===== src/rtl/median_disp_window_gen.sv =====
// 3x3 disparity window generator for a median filter: builds a sliding window
// from the current pixel and two line-buffer rows, flagging interior windows.
module median_disp_window_gen #(
   parameter int DWIDTH = 8,
   parameter int AWIDTH = 11
) (
   input  logic                  clk,
   input  logic                  rst,
   input  logic                  clken,
   input  logic [AWIDTH-1:0]     width,
   input  logic [AWIDTH-1:0]     height,
   input  logic [DWIDTH-1:0]     pix_in,
   input  logic [DWIDTH-1:0]     lb1_data,
   input  logic [DWIDTH-1:0]     lb2_data,
   output logic [9*DWIDTH-1:0]   win_out,
   output logic                  win_valid,
   output logic                  frame_done
);

   typedef enum logic [1:0] {IDLE, FILL, RUN, DONE} state_t;

   state_t                state_reg;
   logic [AWIDTH-1:0]     col_reg;
   logic [AWIDTH-1:0]     row_reg;
   logic [AWIDTH-1:0]     width_reg;
   logic [AWIDTH-1:0]     height_reg;
   logic [DWIDTH-1:0]     pix_d_reg;
   logic [AWIDTH-1:0]     x_d_reg;
   logic [AWIDTH-1:0]     y_d_reg;
   logic                  clken_d_reg;
   logic                  last_reg;
   logic                  last_shift_reg;
   logic [9*DWIDTH-1:0]   win_reg;
   logic                  win_valid_reg;
   logic                  frame_done_reg;

   logic                  start;
   logic                  take;
   logic                  accept;
   logic [AWIDTH-1:0]     cur_x;
   logic [AWIDTH-1:0]     cur_y;
   logic [AWIDTH-1:0]     eff_w;
   logic [AWIDTH-1:0]     eff_h;
   logic                  at_end_col;
   logic                  at_last;
   logic [9*DWIDTH-1:0]   win_next;

   // A clken in IDLE or DONE begins a new frame at (0,0) with freshly sampled
   // dimensions; once the last pixel is taken, further strobes wait for DONE.
   assign start      = clken && ((state_reg == IDLE) || (state_reg == DONE));
   assign take       = clken && ((state_reg == FILL) || (state_reg == RUN)) && !last_reg;
   assign accept     = start || take;
   assign cur_x      = start ? '0 : col_reg;
   assign cur_y      = start ? '0 : row_reg;
   assign eff_w      = start ? width  : width_reg;
   assign eff_h      = start ? height : height_reg;
   assign at_end_col = (cur_x == eff_w - AWIDTH'(1));
   assign at_last    = at_end_col && (cur_y == eff_h - AWIDTH'(1));

   // Column c=2 of each row takes the new sample; c=0,1 take their right neighbour.
   genvar gi;
   generate
      for (gi = 0; gi < 9; gi++) begin : g_cell
         if ((gi % 3) == 2) begin : g_new
            if ((gi / 3) == 0) begin : g_r0
               assign win_next[DWIDTH*gi +: DWIDTH] = lb2_data;
            end else if ((gi / 3) == 1) begin : g_r1
               assign win_next[DWIDTH*gi +: DWIDTH] = lb1_data;
            end else begin : g_r2
               assign win_next[DWIDTH*gi +: DWIDTH] = pix_d_reg;
            end
         end else begin : g_shift
            assign win_next[DWIDTH*gi +: DWIDTH] = win_reg[DWIDTH*(gi+1) +: DWIDTH];
         end
      end
   endgenerate

   always_ff @(posedge clk) begin
      if (rst) begin
         state_reg      <= IDLE;
         col_reg        <= '0;
         row_reg        <= '0;
         width_reg      <= '0;
         height_reg     <= '0;
         pix_d_reg      <= '0;
         x_d_reg        <= '0;
         y_d_reg        <= '0;
         clken_d_reg    <= 1'b0;
         last_reg       <= 1'b0;
         last_shift_reg <= 1'b0;
         win_reg        <= '0;
         win_valid_reg  <= 1'b0;
         frame_done_reg <= 1'b0;
      end else begin
         clken_d_reg    <= accept;
         last_shift_reg <= clken_d_reg && last_reg;
         frame_done_reg <= 1'b0;

         if (accept) begin
            pix_d_reg <= pix_in;
            x_d_reg   <= cur_x;
            y_d_reg   <= cur_y;
            if (start) begin
               width_reg  <= width;
               height_reg <= height;
            end
            if (at_end_col) begin
               col_reg <= '0;
               row_reg <= cur_y + AWIDTH'(1);
            end else begin
               col_reg <= cur_x + AWIDTH'(1);
               row_reg <= cur_y;
            end
            if (at_last) begin
               last_reg <= 1'b1;
            end
         end

         // Interior test on the shifted column: x>=2 and y>=2 can only occur
         // when the frame is at least 3x3, so tiny frames never emit windows.
         if (clken_d_reg) begin
            win_reg       <= win_next;
            win_valid_reg <= (x_d_reg >= AWIDTH'(2)) && (y_d_reg >= AWIDTH'(2));
         end else begin
            win_valid_reg <= 1'b0;
         end

         case (state_reg)
            IDLE: begin
               if (start) begin
                  state_reg <= FILL;
               end
            end
            FILL: begin
               if (last_shift_reg) begin
                  state_reg      <= DONE;
                  frame_done_reg <= 1'b1;
                  last_reg       <= 1'b0;
               end else if (accept && at_end_col && (cur_y == AWIDTH'(1)) && !at_last) begin
                  state_reg <= RUN;
               end
            end
            RUN: begin
               if (last_shift_reg) begin
                  state_reg      <= DONE;
                  frame_done_reg <= 1'b1;
                  last_reg       <= 1'b0;
               end
            end
            DONE: begin
               state_reg <= start ? FILL : IDLE;
            end
            default: begin
               state_reg <= IDLE;
            end
         endcase
      end
   end

   assign win_out    = win_reg;
   assign win_valid  = win_valid_reg;
   assign frame_done = frame_done_reg;

endmodule


===== config.mk =====
export PLATFORM = sky130hd
export DESIGN_NAME = median_disp_window_gen
export DESIGN_NICKNAME = d
export VERILOG_FILES = /design/src/rtl/median_disp_window_gen.sv
export SDC_FILE = /design/constraint.sdc
export NUM_CORES = 1
export LEC_CHECK = 0
export CAP_MARGIN = 20
export CORE_AREA = 2 2 108 121
export DETAILED_ROUTE_END_ITERATION = 6
export DIE_AREA = 0 0 110 123
export PLACE_DENSITY = 0.84
export SYNTH_ARGS = -nofsm -noshare
export SYNTH_HDL_FRONTEND = slang
export SYNTH_SLANG_ARGS = --single-unit
export TNS_END_PERCENT = 20

===== constraint.sdc =====
create_clock -name clk -period 7.65 [get_ports clk]
set_input_delay 1.1475 -clock clk [delete_from_list [all_inputs] [get_ports clk]]
set_output_delay 1.1475 -clock clk [all_outputs]
set_load 0.05 [all_outputs]

==> results.json <==
{
  "status": "finished, final reports clean",
  "met2_length_um": 8040,
  "total_leakage_power_nw": 3.29,
  "slew_viol_final": 0,
  "wl_met3_um": 1230,
  "setup_violations": 0,
  "cts_setup_buffers": 0,
  "synth-edff-count": 0,
  "top_layer_used": "met4",
  "synthArstFlopShare": 0,
  "final-instance-count-excl-fill": 1067,
  "cts_tree": "built",
  "initial_utilization": 0.561,
  "finalHoldViolCount": 0,
  "wl_met1_um": 7230,
  "drc": 0,
  "skew_ps": 7.65,
  "worstPathRequired_ps": 7950,
  "cp-end-kind": "register",
  "die_y_um": 123,
  "hold_buffers": 0,
  "cts-root-buf": "clkbuf_16",
  "critPathKind": "in -> reg",
  "p_total_mw": 2.45,
  "worst-path-max-fanout": 32,
  "synth-seq-area-share": 0.438,
  "area_growth_pct": 26.6,
  "drive_gt1_frac": 0.0604,
  "min_period_over_period": 0.681,
  "hp-class": "reg -> reg",
  "row_count": 43,
  "cts.clk_slew.worst_paths_ps": 60,
  "synth_cells": 801,
  "setup-tns-final_ps": 0,
  "ant_nets": 0,
  "gp_congestion": 0.885,
  "first_pass_iters": 5,
  "io_buffers": 122,
  "crit_path_max_incr_delay_ps": 750,
  "antenna_found_initial": 0,
  "fmax_mhz": 192,
  "coreArea_um2": 12300,
  "fin_nets": 956,
  "largest_register_ffs": 72,
  "cts_sinks": 151,
  "yosys_most_used_dff": "dfxtp_1",
  "htreeDepth": 4,
  "syn-cell-area_um2": 6910,
  "r2r_slack_ps": 3000,
  "viasPerCell": 5.67,
  "first_global_vias": 5821,
  "dpl-instance-area_um2": 8180,
  "finalCriticalPeriod_ps": 5210,
  "grt_usage": 0.258,
  "synth_top_area_frac": 0.438,
  "rsz0062_at_grt": "no",
  "path_cells": "clkdlybuf4s50_1, nor2b_4, mux2_4, inv_2, ha_1, nor3b_1, xnor2_1, o22ai_1, and4b_1, o21ai_1, a211o_1, o41ai_2, mux2_1",
  "cp-start-kind": "input pin",
  "synth.area.top_cells": "dfxtp_1 (44%), mux2i_1 (12%), nand2_1 (6.2%)",
  "ys_warn_count": 0,
  "stdcell_area_um2": 8750,
  "drt-initial-drc-count": 432,
  "dp.final_hpwl_um": 11100,
  "grt_max_degree": 68,
  "dr_total_vias": 6049,
  "cts_resized": 0,
  "die_x_um": 110,
  "place_inst": 1035,
  "cts_inserted_buffers": 17,
  "synth_area_leader_cell": "dfxtp_1",
  "synth-seq-cells": 151,
  "diodes": 0,
  "arrival_ps": 5510,
  "grt_overflow": 0,
  "pin_count": 123,
  "worstMarginPinSlew_ps": 907,
  "clockBufferDepth": 2,
  "routed_wl_um": 16900,
  "ys_types": 62,
  "wl_per_cell_um": 15.8,
  "hold_ws_ps": 449,
  "p_per_area_nw_per_um2": 281,
  "syn_area_per_cell_um2": 8.62,
  "die_area_um2": 13500,
  "cap_viol_max_count": 0,
  "max_slew_margin": 0.392,
  "cp_slowest_cell": "nor2b_4",
  "clk_latency_ps": 420,
  "ir_drop_v": 0.000190,
  "syn_nets": 860,
  "grt_first_pass_wirelength_um": 27600
}
-- power by group --
part	leakage, nW	switching, mW	internal (mW)
Clock	0.275	0.351	0.455
Combinational	1.78	0.441	0.299
Sequential	1.23	0.0654	0.843
-- path summary, 6_finish.rpt --
| check | startpoint | cells after the start | end |
|---|---|---|---|
| hold / removal | pix_d_reg[5] | 2 | pix_d_reg[5] |
| setup / recovery | clken | 13 | state_reg[0] |
| hold reg to reg | pix_d_reg[5] | 2 | pix_d_reg[5] |
| setup reg to reg | state_reg[0] | 14 | state_reg[0] |
-- placed cells by master (no fill, tap or decap), types with 4 or more instances in the layout --
cell and count:
o21ai_0 17, or4_1 4, dfxtp_1 150, nor4_1 9
nand3_1 20, a21oi_1 57, nand2b_1 5, inv_1 11
ha_1 10, nor3b_1 6, nand4_1 6, nand2_1 114
buf_4 8, nor2_1 109, o2111ai_1 4, xor2_1 15
inv_6 5, clkdlybuf4s50_1 121, and2_1 8, mux2i_1 85
xnor2_1 20, and3_1 9, clkbuf_16 17, a31oi_1 12
a211oi_1 6, nor3_1 13
-- Yosys cell counts, types with 8 or more instances --
cell	n
xor2_1	15
mux2i_1	85
clkbuf_1	39
nor2_1	109
nand3_1	20
and3_1	9
ha_1	10
o21ai_0	17
nand2_1	114
buf_1	9
and2_1	8
xnor2_1	20
a21oi_1	57
nor4_1	9
a31oi_1	12
dfxtp_1	151
inv_1	11
nor3_1	13
-- kinds of logic after synthesis --
group           share of synthesized area
xor+xnor                           0.0444
flops                               0.438
buf+inv                            0.0370
mux                                 0.135
fa+ha+maj                          0.0181
simple gates                        0.215
compound gates                      0.112
-- routing by layer --
layer  GRT usage  vias to the layer above
li1            -                     2961
met1       0.313                     2829
met2       0.424                      225
met3      0.0785                       34
met4       0.107                        0
met5           0                        -
-- stage by stage --
stage / setup slack (ps) / util
after CTS: 2550 / 0.710
after detailed placement: 2130 / 0.664
after floorplan: 3010 / -
final: 2440 / 0.710
after global placement: 2210 / 0.664
after global routing: 2180 / 0.710
-- area by class of cell --
cell class / instances / area, um^2
Clock buffer: 17 / 425
Clock inverter: 15 / 143
Fill cell: 959 / 3570
Inverter: 13 / 48.8
Multi-Input combinational cell: 585 / 3640
Sequential cell: 151 / 3030
Tap cell: 157 / 196
Timing Repair Buffer: 129 / 1270
-- worst max-delay path, delay by kind of cell --
| kind | cells | cell delay, ps |
|---|---|---|
| xor gates and xnor gates | 1 | 130 |
| and+or+nand+nor | 3 | 1250 |
| adders and majority gates | 1 | 240 |
| buffers and inverters | 2 | 800 |
| AOI/OAI and AO/OA | 4 | 1210 |
| muxes | 2 | 740 |
Power figures use the tool's default switching activity.
